**src/rtl/serial_adder.sv**
```systemverilog
`default_nettype none
// ============================================================================
// Module      : serial_adder
// Description : Bit-serial adder. One 1-bit full adder is reused LSB-first,
//               one bit per clock, to form {carry,sum} = a + b + cin.
//               Optional macro SERIAL_ADDER_OVF_EN adds a registered
//               two's-complement overflow flag (port ovf).
// Revision    : 1.0 - initial release
// ============================================================================
module serial_adder #(
  parameter int WIDTH = 8
) (
  input  logic             clk,
  input  logic             rst,
  input  logic             start,
  input  logic [WIDTH-1:0] a,
  input  logic [WIDTH-1:0] b,
  input  logic             cin,
  output logic [WIDTH-1:0] sum,
  output logic             carry,
  output logic             busy,
  output logic             done
`ifdef SERIAL_ADDER_OVF_EN
  ,
  output logic             ovf
`endif
);

  // Counter must be at least one bit wide even when WIDTH == 1.
  localparam int              c_CW   = (WIDTH > 1) ? $clog2(WIDTH) : 1;
  localparam logic [c_CW-1:0] c_LAST = c_CW'(WIDTH - 1);

  typedef enum logic [1:0] {
    S_IDLE = 2'd0,
    S_RUN  = 2'd1,
    S_DONE = 2'd2
  } state_t;

  state_t           r_state;
  state_t           w_state_next;
  logic [WIDTH-1:0] r_a;
  logic [WIDTH-1:0] r_b;
  logic             r_c;
  logic [c_CW-1:0]  r_cnt;
  logic [WIDTH-1:0] r_sum;
  logic             r_carry;
  logic [WIDTH-1:0] w_res_next;
  logic             w_x;
  logic             w_y;
  logic             w_s;
  logic             w_co;
  logic             w_last;

  // Single full adder fed by the operand LSBs and the running carry.
  assign w_x    = r_a[0];
  assign w_y    = r_b[0];
  assign w_s    = w_x ^ w_y ^ r_c;
  assign w_co   = (w_x & w_y) | (w_x & r_c) | (w_y & r_c);
  assign w_last = (r_cnt == c_LAST);

  // Result bits enter at the MSB end so that after WIDTH shifts bit 0 of
  // the first computed bit lands at position 0. Only WIDTH-1 bits need to
  // be stored: the newest bit is always taken straight from the adder.
  generate
    if (WIDTH == 1) begin : g_res_w1
      assign w_res_next = w_s;
    end else begin : g_res_wn
      logic [WIDTH-2:0] r_res;

      assign w_res_next = {w_s, r_res};

      // Internal result shift register, advanced once per RUN cycle.
      always_ff @(posedge clk) begin
        if (rst) begin
          r_res <= '0;
        end else if (r_state == S_RUN) begin
          r_res <= w_res_next[WIDTH-1:1];
        end
      end
    end
  endgenerate

  // State register.
  always_ff @(posedge clk) begin
    if (rst) begin
      r_state <= S_IDLE;
    end else begin
      r_state <= w_state_next;
    end
  end

  // Next-state logic: start is only honoured in IDLE; DONE lasts one cycle.
  always_comb begin
    w_state_next = r_state;
    case (r_state)
      S_IDLE:  if (start) w_state_next = S_RUN;
      S_RUN:   if (w_last) w_state_next = S_DONE;
      S_DONE:  w_state_next = S_IDLE;
      default: w_state_next = S_IDLE;
    endcase
  end

  // Operand capture, serial datapath and result publication.
  always_ff @(posedge clk) begin
    if (rst) begin
      r_a     <= '0;
      r_b     <= '0;
      r_c     <= 1'b0;
      r_cnt   <= '0;
      r_sum   <= '0;
      r_carry <= 1'b0;
    end else begin
      case (r_state)
        S_IDLE: begin
          if (start) begin
            r_a   <= a;
            r_b   <= b;
            r_c   <= cin;
            r_cnt <= '0;
          end
        end
        S_RUN: begin
          r_a   <= r_a >> 1;
          r_b   <= r_b >> 1;
          r_c   <= w_co;
          r_cnt <= r_cnt + 1'b1;
          if (w_last) begin
            r_sum   <= w_res_next;
            r_carry <= w_co;
          end
        end
        default: ;
      endcase
    end
  end

`ifdef SERIAL_ADDER_OVF_EN
  logic r_ovf;

  // On the last bit the adder inputs are the operand MSBs and w_s is the
  // result MSB, so overflow is decided from the adder itself.
  always_ff @(posedge clk) begin
    if (rst) begin
      r_ovf <= 1'b0;
    end else if ((r_state == S_RUN) && w_last) begin
      r_ovf <= (w_x == w_y) && (w_s != w_x);
    end
  end

  assign ovf = r_ovf;
`endif

  assign sum   = r_sum;
  assign carry = r_carry;
  assign busy  = (r_state == S_RUN);
  assign done  = (r_state == S_DONE);

endmodule
`default_nettype wire

```
**config.mk**
```make
export PLATFORM = sky130hd
export DESIGN_NAME = serial_adder
export DESIGN_NICKNAME = d
export VERILOG_FILES = /design/src/rtl/serial_adder.sv
export SDC_FILE = /design/constraint.sdc
export NUM_CORES = 1
export LEC_CHECK = 0
export BUFFER_PORTS_ARGS = -buffer_cell sky130_fd_sc_hd__buf_2
export CELL_PAD_IN_SITES_DETAIL_PLACEMENT = 1
export CELL_PAD_IN_SITES_GLOBAL_PLACEMENT = 1
export CORE_MARGIN = 5
export CORE_UTILIZATION = 43
export DETAILED_ROUTE_END_ITERATION = 12
export PLACE_DENSITY = 0.82
export REMOVE_ABC_BUFFERS = 1
export SLEW_MARGIN = 15
export SYNTH_ARGS = -nofsm -noshare
export SYNTH_HDL_FRONTEND = slang
export SYNTH_SLANG_ARGS = --single-unit
```
**constraint.sdc**
```tcl
create_clock -name clk -period 4.3 [get_ports clk]
set_clock_uncertainty 0.1 [all_clocks]
set_input_delay 0.86 -clock clk [delete_from_list [all_inputs] [get_ports clk]]
set_output_delay 0.86 -clock clk [all_outputs]
set_load 0.05 [all_outputs]
```
[Word-level counts from Yosys, hierarchy flattened]
Index checks and enable logic that the tools add are counted.
Word-level totals
  register bits after elaboration: 38
  word-level logic and storage cells: 37
Cells by class
  $add $sub $neg: 1
  muxes and demuxes: 11
  reductions and logical operators: 5
  equality and inequality tests: 5
  bitwise logic cells: 7
Operators by type and width (count)
  8-bit case mux with 2 select lines: 2
  8-bit two-way mux: 2
  3-bit case mux with 2 select lines: 1
  2-bit AND reduction: 3
  2-bit two-way mux: 2
  2-bit case mux with 2 select lines: 1
  3-bit by 1-bit adder with 3-bit output (second input constant): 1
  1-bit bitwise AND: 3
  3-bit == test (second input constant): 1
  3-bit two-way mux: 1
  2-bit by 1-bit == test with 1-bit output (second input constant): 1
  2-bit == test (second input constant): 1
  2-bit zero test: 1
  2-bit by 1-bit inequality test with 1-bit output (second input constant): 1
  2-bit inequality test (second input constant): 1
  1-bit bitwise OR: 2
  1-bit case mux with 2 select lines: 1
  2-bit nonzero test: 1
  1-bit XOR: 2
  1-bit two-way mux: 1

[Logic depth before layout (Yosys ltp)]
Gate-level depths: netlist of the first run.
  word-level depth: 4
  mapped depth: 7

[Worst setup path after synthesis of the first run]
OpenSTA, ideal clock, no wires.
  kind: reg-to-output
  start: register r_state[0]
  end: output port done
  path slack: 2.078 ns
  cell stages (with the launch flop): 4
  arrival time: 1.262 ns
  buffers on the path: 2
  cell sequence: dfxtp_1 -> buf_2 -> buf_6 -> nor2b_1
Between the ends
  word-level cells in the longest chain between the ends: 1
RTL lines
  from (decl): RTL line 39  | state_t r_state;
  from (signal assigned): RTL line 88  | r_state <= w_state_next;
  2-bit == test: RTL line 156  | assign done = (r_state == S_DONE);
  to (decl): RTL line 22  | output logic done
Every way passes these cells.

[Worst setup path in the final report of the first run]
  start: register r_state[1]
  end: output port busy
Between the ends
  word-level cells in the longest chain between the ends: 1
RTL lines
  2-bit by 1-bit == test with 1-bit output: RTL line 155  | assign busy = (r_state == S_RUN);
  to (decl): RTL line 21  | output logic busy,
Every way passes these cells.

==> metrics, run 1 <==
CTS buffer count 5; Yosys warning count 0; DR iter-0 viols 49; Port Buffer Count 30; drt first pass iters 3; Worst Path Required 3.34 ns; Layout fillers about 440; mapped cell area ~0.0016 mm2; area occupied by multi-input gates just over 700 um2; first-pass GRT wire length slightly below 6 mm; clock sink count 38; Leak 0.743 nW; largest cells by area after synthesis dfxtp_1 48%, mux2i_1 10%, nand2_1 7.6%; share of cells above drive strength 1 between 20% and 30%; HPWL Detailed ~2.5 mm; Worst Setup Start Kind register; Tcrit/Tclk final 55.2%; sequential power share between 50% and 60%; Total Wirelength 3.37 mm; Post-Syn Instances approximately 170; met3 WL post-DR about 190 um; min cycle time layout approximately 2.4 ns; FF+latch count, synth 38; antenna violations before repair 0; Worst Hold Depth 2; Clk pwr share ~36%; Global Route Usage Sum 14.5%; Routed met1 length roughly 1.4 mm; Sw Ratio about a quarter; FF/Latch Area 761 um2; RSZ-0062 raised after global routing no; met2 WL post-DR 1.70 mm; Die W 70.7 um; Arr. time, crit path ~1.4 ns; Root Buffer clkbuf_8; DRC 0; share of the synthesized area in the top cell type between 40% and 50%; Slew @ Worst Pin approximately 0.69 ns; max layer used met4; die area about 0.0050 mm2; Hold WS ~0.35 ns; largest area contributor in the netlist dfxtp_1; Power Total 701 uW; fmax approximately 420 MHz; hold crit path type reg -> reg; Avg Inst Size Synth roughly 9.4 um2; Congestion Overflow GR 0; internal power between 500 and 600 uW; crit end category output pin; Max FO, Critical Path 11; clock-pin slew on the worst setup and hold paths around 0.070 ns; DP Cell Count approximately 240; Initial Util between 40% and 50%; final hold vios 0; via count approximately 1,200; sequential area share after synthesis between 40% and 50%; number of global-route vias before repair between 1,000 and 1,500; Max Root-Sink Buffers 2; max-slew violations 0; Logic pwr share between 10% and 20%; Die H around 71 um; setup bufs post-CTS 0; clock latency on the worst-skew pair 0.29 ns; final setup TNS 0 ns; Distinct cells, synth 24; WL/cell about 14 um; Setup CP Type reg -> out; CTS tree built; pin count of the biggest net entering global routing 39; GP Congestion ~0.74; Max-slew headroom ~54%; post-route ant nets 0; maximum resistive drop on vdd about 160 uV; hold buffers post-CTS 0; Psw roughly 170 uW; endpoints failing setup 0; Layout Nets roughly 220; Cell Pwr Density 391 mW/mm2; final non-filler cell total between 200 and 250; num ports 31; core box area 0.00361 mm2; Reg2Reg Depth 4; R2R setup slack between 2 and 3 ns; post-CTS sizing 0; Via density 5.07; P&R area growth vs syn 13.1%; MaxCap Viol Count 0; Site Rows 22; outcome finished, final reports clean; Inserted Diodes 0; H-Tree Depth 2
## layer usage
| metal | vias up | GRT usage (%) |
|---|---|---|
| met4 | 0 | 5.64 |
| met3 | 6 | 4.83 |
| met1 | 570 | 15.7 |
| met5 | - | 0 |
| met2 | 27 | 26.0 |
| li1 | 629 | - |
## final cells by class
type | count | area share (%)
clock buffers | 7 | 4.82
clock inverters | 1 | 0.279
repair buffers | 31 | 8.79
flip-flops and latches | 38 | 42.4
multi-input cells | 116 | 39.8
inverters | 2 | 0.558
well taps | 48 | 3.35
## power by group through the flow
stage | registers, mW | clock network, mW | logic (mW)
6_report | 0.379 | 0.249 | 0.0727
5_1_grt | 0.381 | 0.272 | 0.0814
4_1_cts | 0.379 | 0.257 | 0.0743
3_5_place_dp | 0.387 | 0 | 0.0742
3_3_place_gp | 0.386 | 0 | 0.0691
2_1_floorplan | 0.389 | 0 | 0.0433
## sequential cells by signal, indices dropped and copies added, names as in the netlist
register and flops:
r_c 1, g_res_wn.r_res 7, r_cnt 3, r_b 8, sum 8, r_a 8, r_state 2, carry 1
## per-stage QoR
step	worst slack (ns)	util [%]	instance area, um2
after floorplan	1.79	-	1480
after global placement	2.28	47.2	1700
after detailed placement	2.21	47.2	1700
after CTS	1.90	49.7	1790
after global routing	1.80	49.7	1790
final	1.93	49.7	1790
## critical path, stage by stage, from the launching register on
cell and delay [ns]:
dfxtp_1 0.36, nand2b_1 0.31, inv_4 0.18, buf_2 0.28
## path summary, 6_finish.rpt
| check | start | endpoint |
|---|---|---|
| setup / recovery | r_state[1] | busy |
| hold / removal | sum[4] | sum[4] |
| setup reg to reg | r_state[0] | r_b[5] |
| hold reg to reg | sum[4] | sum[4] |
## layout by cell type, fill, tap and decap left out, drive strengths merged
master	synthesis	final
a211oi	16	16
buf	10	31
a22oi	4	4
a21oi	16	16
mux2i	16	16
ha	2	2
nand2	32	32
o21bai	1	1
nor2	21	21
fa	1	1
inv	2	2
nand2b	1	1
dfxtp	38	38
and3b	1	1
nor2b	1	1
clkbuf	3	7
nor3	1	1
o21ba	1	1
nor3b	1	1
clkinv	0	1
nand3b	1	1
## kinds of logic (layout without fill, tap and decap cells)
logic type | after synthesis | in the layout | synth area share, %
mux | 16 | 16 | 10.1
fa+ha+maj | 3 | 3 | 2.84
compound gates | 38 | 38 | 16.6
buf+inv | 15 | 41 | 7.02
simple gates | 59 | 59 | 15.5
flops | 38 | 38 | 48.0
## synthesized netlist by cell type
master / number
buf_4: 1
fa_1: 1
a211oi_2: 1
dfxtp_1: 38
clkbuf_1: 3
nand2_1: 32
o21bai_2: 1
ha_1: 2
nor3_1: 1
buf_6: 6
a211oi_1: 15
buf_2: 3
mux2i_1: 16
o21ba_4: 1
nor3b_1: 1
a22oi_1: 4
nand2b_1: 1
nor2b_1: 1
nand3b_2: 1
nor2_1: 21
and3b_2: 1
inv_4: 1
a21oi_1: 16
inv_1: 1
Note: power is estimated with default switching activity, not from simulation.
==> inputs of run 2 (changes only) <==
--- a/config.mk
+++ b/config.mk
@@ -9,9 +9,9 @@
 export CELL_PAD_IN_SITES_DETAIL_PLACEMENT = 1
 export CELL_PAD_IN_SITES_GLOBAL_PLACEMENT = 1
 export CORE_MARGIN = 5
-export CORE_UTILIZATION = 43
+export CORE_UTILIZATION = 36
 export DETAILED_ROUTE_END_ITERATION = 12
-export PLACE_DENSITY = 0.82
+export PLACE_DENSITY = 0.74
 export REMOVE_ABC_BUFFERS = 1
 export SLEW_MARGIN = 15
 export SYNTH_ARGS = -nofsm -noshare
==> constraint.sdc (replaced) <==
create_clock -name clk -period 1.9 [get_ports clk]
set_clock_uncertainty 0.1 [all_clocks]
set_input_delay 0.38 -clock clk [delete_from_list [all_inputs] [get_ports clk]]
set_output_delay 0.38 -clock clk [all_outputs]
set_load 0.05 [all_outputs]
==> metrics, run 2 (synthesis gave the netlist of run 1 again) <==
max-slew violations 0 (unchanged); Initial Util 36.7% (-7.3 points); HPWL Detailed 2.44 mm (-0.52%); Site Rows 24 (+9.1%); post-CTS sizing 2 (+2); clock sink count 38 (unchanged); critical-path cell list nand2b_2 -> inv_4 -> buf_4; internal power 1.27 mW (+140%); Port Buffer Count 30 (unchanged); Total Wirelength 3.37 mm (about the same); hold buffers post-CTS 0 (unchanged); setup bufs post-CTS 0 (unchanged); crit end category output pin; RSZ-0062 raised after global routing no; H-Tree Depth 2 (unchanged); Via density 5.05 (-0.43%); core box area 0.00432 mm2 (+20%); Cell Pwr Density 909 mW/mm2 (+130%); Clk pwr share 38.3% (+2.8 points); die area 0.00583 mm2 (+17%); clock latency on the worst-skew pair 0.29 ns (about the same); Max Root-Sink Buffers 2 (unchanged); Worst path slowest cell dfxtp_1; Psw 389 uW (+130%); Logic pwr share 10.1% (-0.3 points); Congestion Overflow GR 0 (unchanged); hold crit path type in -> reg; min cycle time layout 1.80 ns; num ports 31 (unchanged); pin count of the biggest net entering global routing 39 (unchanged); MaxCap Viol Count 0 (unchanged); CTS tree built; crit-path max cell delay 0.37 ns (about the same); number of global-route vias before repair 1,337 (-0.52%); Die H 76.4 um (+8.0%); final hold vios 0 (unchanged); CTS buffer count 5 (unchanged); Worst Path Required 1.42 ns (-1.92 ns); worst path bufs/invs 2 (unchanged); CP top delay family flip-flops; Die W 76.4 um (+8.0%); commonest cells after routing, fill and taps aside 38 x dfxtp_1, 32 x nand2_1, 29 x buf_2; Sw Ratio 23.4% (-1.1 points); Inserted Diodes 0 (unchanged); sequential power share 51.6% (-2.5 points); Power Total 1.66 mW (+140%); final non-filler cell total 248 (+2.1%); commonest non-fill, non-tap cell in the layout dfxtp_1; outcome finished, final reports clean; GP Congestion 0.732 (-1.6%); Max-slew headroom 52.2% (-2.0 points); Leak 0.758 nW (+2.0%); Worst Setup Start Kind register; endpoints failing setup 0 (unchanged); Tcrit/Tclk final 94.6%; Layout Nets 218 (+0.46%); antenna violations before repair 0 (unchanged); clock-pin slew on the worst setup and hold paths 0.07 ns (about the same); Slew @ Worst Pin 0.717 ns (+0.0295 ns); Max FO, Critical Path 11 (unchanged); post-route ant nets 0 (unchanged); first-pass GRT wire length 5.93 mm (+2.3%); DP Cell Count 240 (+2.1%); Root Buffer clkbuf_8; DRC 0 (unchanged); fmax ~560 MHz; drt first pass iters 4 (+1); via count 1,252 (+1.6%); Hold WS 0.235 ns (-0.119 ns); DR iter-0 viols 21 (-57%); Setup CP Type reg -> out; Global Route Usage Sum 12.3% (-2.2 points); maximum resistive drop on vdd 409 uV (+160%); share of cells above drive strength 1 24.0% (+1.4 points); WL/cell 13.6 um (-2.0%); P&R area growth vs syn 15.4%; Arr. time, crit path 1.32 ns (-0.09 ns)
run 2: changes by cell type in the layout (fill, tap and decap cells not counted):
| cell | change |
|---|---|
| buf_4 | +2 |
| clkbuf_1 | -1 |
| nand2b_1 | -1 |
| clkbuf_8 | +2 |
| clkinv_2 | -1 |
| nand2b_2 | +1 |
| buf_2 | -1 |
run 2: final timing paths:
path	from	end	slack (ns)	cells past startpoint
worst max-delay path	r_state[1]	busy	0.10	3
worst min-delay path	a[7]	r_a[7]	0.24	3
worst max register to register	r_state[0]	r_a[5]	0.37	4
worst min register to register	carry	carry	0.36	2
run 2: per-layer routing:
layer	wire length [um]	vias up	GRT usage (%)
met1	1460	590	14.1
met2	1660	28	20.6
met4	43	0	5.24
met3	209	5	4.14
li1	-	629	-
met5	0	-	0
run 2: power by group through the flow:
stage / combinational (mW) / clock [mW] / sequential, mW
4_1_cts: 0.171 / 0.661 / 0.858
6_report: 0.168 / 0.638 / 0.858
2_1_floorplan: 0.0980 / 0 / 0.880
3_3_place_gp: 0.161 / 0 / 0.873
3_5_place_dp: 0.169 / 0 / 0.876
5_1_grt: 0.190 / 0.687 / 0.862
run 2: final cells by class:
| type | count | area, um2 |
|---|---|---|
| inverters | 2 | 10.0 |
| fillers | 528 | 2490 |
| well taps | 52 | 65.1 |
| repair buffers | 32 | 168 |
| multi-input cells | 116 | 716 |
| flip-flops and latches | 38 | 761 |
| clock buffers | 8 | 110 |
run 2: worst min-delay path, delay by kind of cell:
kind	cells	cell delay (ns)
compound gates	1	0.05
buf+inv	1	0.08
simple gates	1	0.07
run 2: through the flow:
step	cell area, um2	util, %	worst slack (ns)	setup TNS (ns)
floorplan	1480	-	-0.128	-0.226
global placement	1710	39.6	0.338	0
detailed placement	1710	39.6	0.278	0
CTS	1830	42.3	0.0952	0
global route	1830	42.3	0.0277	0
finish	1830	42.3	0.103	0
==> inputs of run 3 (changes only) <==
--- a/config.mk
+++ b/config.mk
@@ -8,6 +8,7 @@
 export BUFFER_PORTS_ARGS = -buffer_cell sky130_fd_sc_hd__buf_2
 export CELL_PAD_IN_SITES_DETAIL_PLACEMENT = 1
 export CELL_PAD_IN_SITES_GLOBAL_PLACEMENT = 1
+export CORE_ASPECT_RATIO = 1.1
 export CORE_MARGIN = 5
 export CORE_UTILIZATION = 36
 export DETAILED_ROUTE_END_ITERATION = 12
==> metrics, run 3 (synthesis gave the netlist of run 1 again) <==
crit-path max cell delay 0.38 ns (about the same); Congestion Overflow GR 0 (unchanged); Site Rows 25 (+4.2%); P&R area growth vs syn 14.5%; drt first pass iters 4 (unchanged); HP Start a[7]; pin count of the biggest net entering global routing 39 (unchanged); Reg-to-Reg Start r_state[0]; Reg2Reg Depth 5 (+1); via count 1,240 (-0.96%); clock sink count 38 (unchanged); Cell Pwr Density 875 mW/mm2 (-3.8%); core box area 0.00429 mm2 (-0.90%); Max-slew headroom 54.8% (+2.6 points); Worst Hold Depth 3 (unchanged); final non-filler cell total 251 (+1.2%); post-route ant nets 0 (unchanged); MaxCap Viol Count 0 (unchanged); worst path bufs/invs 2 (unchanged); setup bufs post-CTS 0 (unchanged); Worst Setup Start Kind register; GP Congestion 0.711 (-2.8%); Global Route Usage Sum 12.7% (+0.41 points); Arr. time, crit path 1.30 ns (-0.02 ns); Max Root-Sink Buffers 2 (unchanged); setup ws final 0.118 ns (+0.0153 ns); critical-path cell list nand2b_1 -> inv_4 -> buf_2; Worst path slowest cell dfxtp_1; endpoints failing setup 0 (unchanged); Die H 79.6 um (+4.2%); fin area 0.00182 mm2 (-0.75%); Stages on worst setup path 3 (unchanged); Layout Nets 219 (+0.46%); min cycle time layout 1.78 ns (-0.0153 ns); share of cells above drive strength 1 23.4% (-0.63 points); CTS buffer count 5 (unchanged); max-slew violations 0 (unchanged); Root Buffer clkbuf_8; clock latency on the worst-skew pair 0.29 ns (about the same); CTS tree built; post-place setup slack 0.350 ns (+0.0718 ns); Tcrit/Tclk final 93.8% (-0.81 points); hold buffers post-CTS 0 (unchanged); HPWL Detailed 2.55 mm (+4.2%); num ports 31 (unchanged); WL/cell 13.5 um (-0.73%); Final Core Density 42.4% (+0.062 points); Power Total 1.59 mW (-4.5%); Worst Path Required 1.42 ns (about the same); number of global-route vias before repair 1,261 (-5.7%); crit end category output pin; DR iter-0 viols 59 (+180%); Via density 4.94 (-2.1%); RSZ-0062 raised after global routing no; DP Cell Count 243 (+1.3%); Slew @ Worst Pin 0.678 ns (-0.0387 ns); commonest cells after routing, fill and taps aside 38 x dfxtp_1, 32 x nand2_1, 30 x buf_2; Leak 0.752 nW (-0.68%); first-pass GRT wire length 5.75 mm (-2.9%); fmax 561 MHz (+0.86%); die area 0.00583 mm2 (about the same); H-Tree Depth 2 (unchanged); Port Buffer Count 30 (unchanged); Die W 73.3 um (-4.0%); CP top delay family buffers and inverters; clock-pin slew on the worst setup and hold paths 0.07 ns (about the same); DRC 0 (unchanged); Inserted Diodes 0 (unchanged); outcome finished, final reports clean; Setup CP Type reg -> out; hold crit path type in -> reg; Worst Setup SP r_state[1]; commonest non-fill, non-tap cell in the layout dfxtp_1; post-CTS sizing 0 (-2); Hold WS 0.235 ns (-0.000460 ns); antenna violations before repair 0 (unchanged); final setup TNS 0 ns (unchanged); Max FO, Critical Path 11 (unchanged); Layout fillers 515 (-2.5%); Post-DP Area 0.00172 mm2 (+0.58%); Total Wirelength 3.38 mm (+0.48%); Initial Util 37.0% (+0.33 points); final hold vios 0 (unchanged); maximum resistive drop on vdd 350 uV (-14%)
## run 3: cell count changes in the layout (fill, tap and decap cells not counted), sizes merged
| cell | delta |
|---|---|
| buf | +1 |
| clkbuf | -1 |
| clkinv | +1 |
## run 3: power breakdown
group	switching [mW]	internal (mW)
Combinational	0.0937	0.0734
Sequential	0.0237	0.834
Clock	0.270	0.293
Total	0.388	1.20
## run 3: layout make-up
class                      count  area [um2]  share of cell area (%)
clock buffer                   7        86.3                    4.76
inverter                       2        10.0                   0.551
tap                           54        67.6                    3.72
sequential                    38         761                    41.9
timing repair buffer          33         173                    9.51
multi-input combinational    116         713                    39.3
clock inverter                 1        5.00                   0.276
## run 3: worst register-to-register path, stage by stage (launching register included)
cell and delay (ns):
dfxtp_1 0.36, buf_4 0.21, buf_4 0.27, nand3b_2 0.24
nand2_1 0.13, a21oi_1 0.07
## run 3: metal layers
metal  track usage [%]  up-vias  routed length (um)
li1                  -      631                   -
met1              14.5      573                1460
met2              21.4       30                1690
met3              4.66        6                 190
met4              4.43        0                  42
met5                 0        -                   0
## run 3: worst paths after layout
check / to / slack [ns]
worst min-delay path: r_a[7] / 0.23
worst max register to register: sum[1] / 0.37
worst max-delay path: busy / 0.12
worst min register to register: sum[3] / 0.35
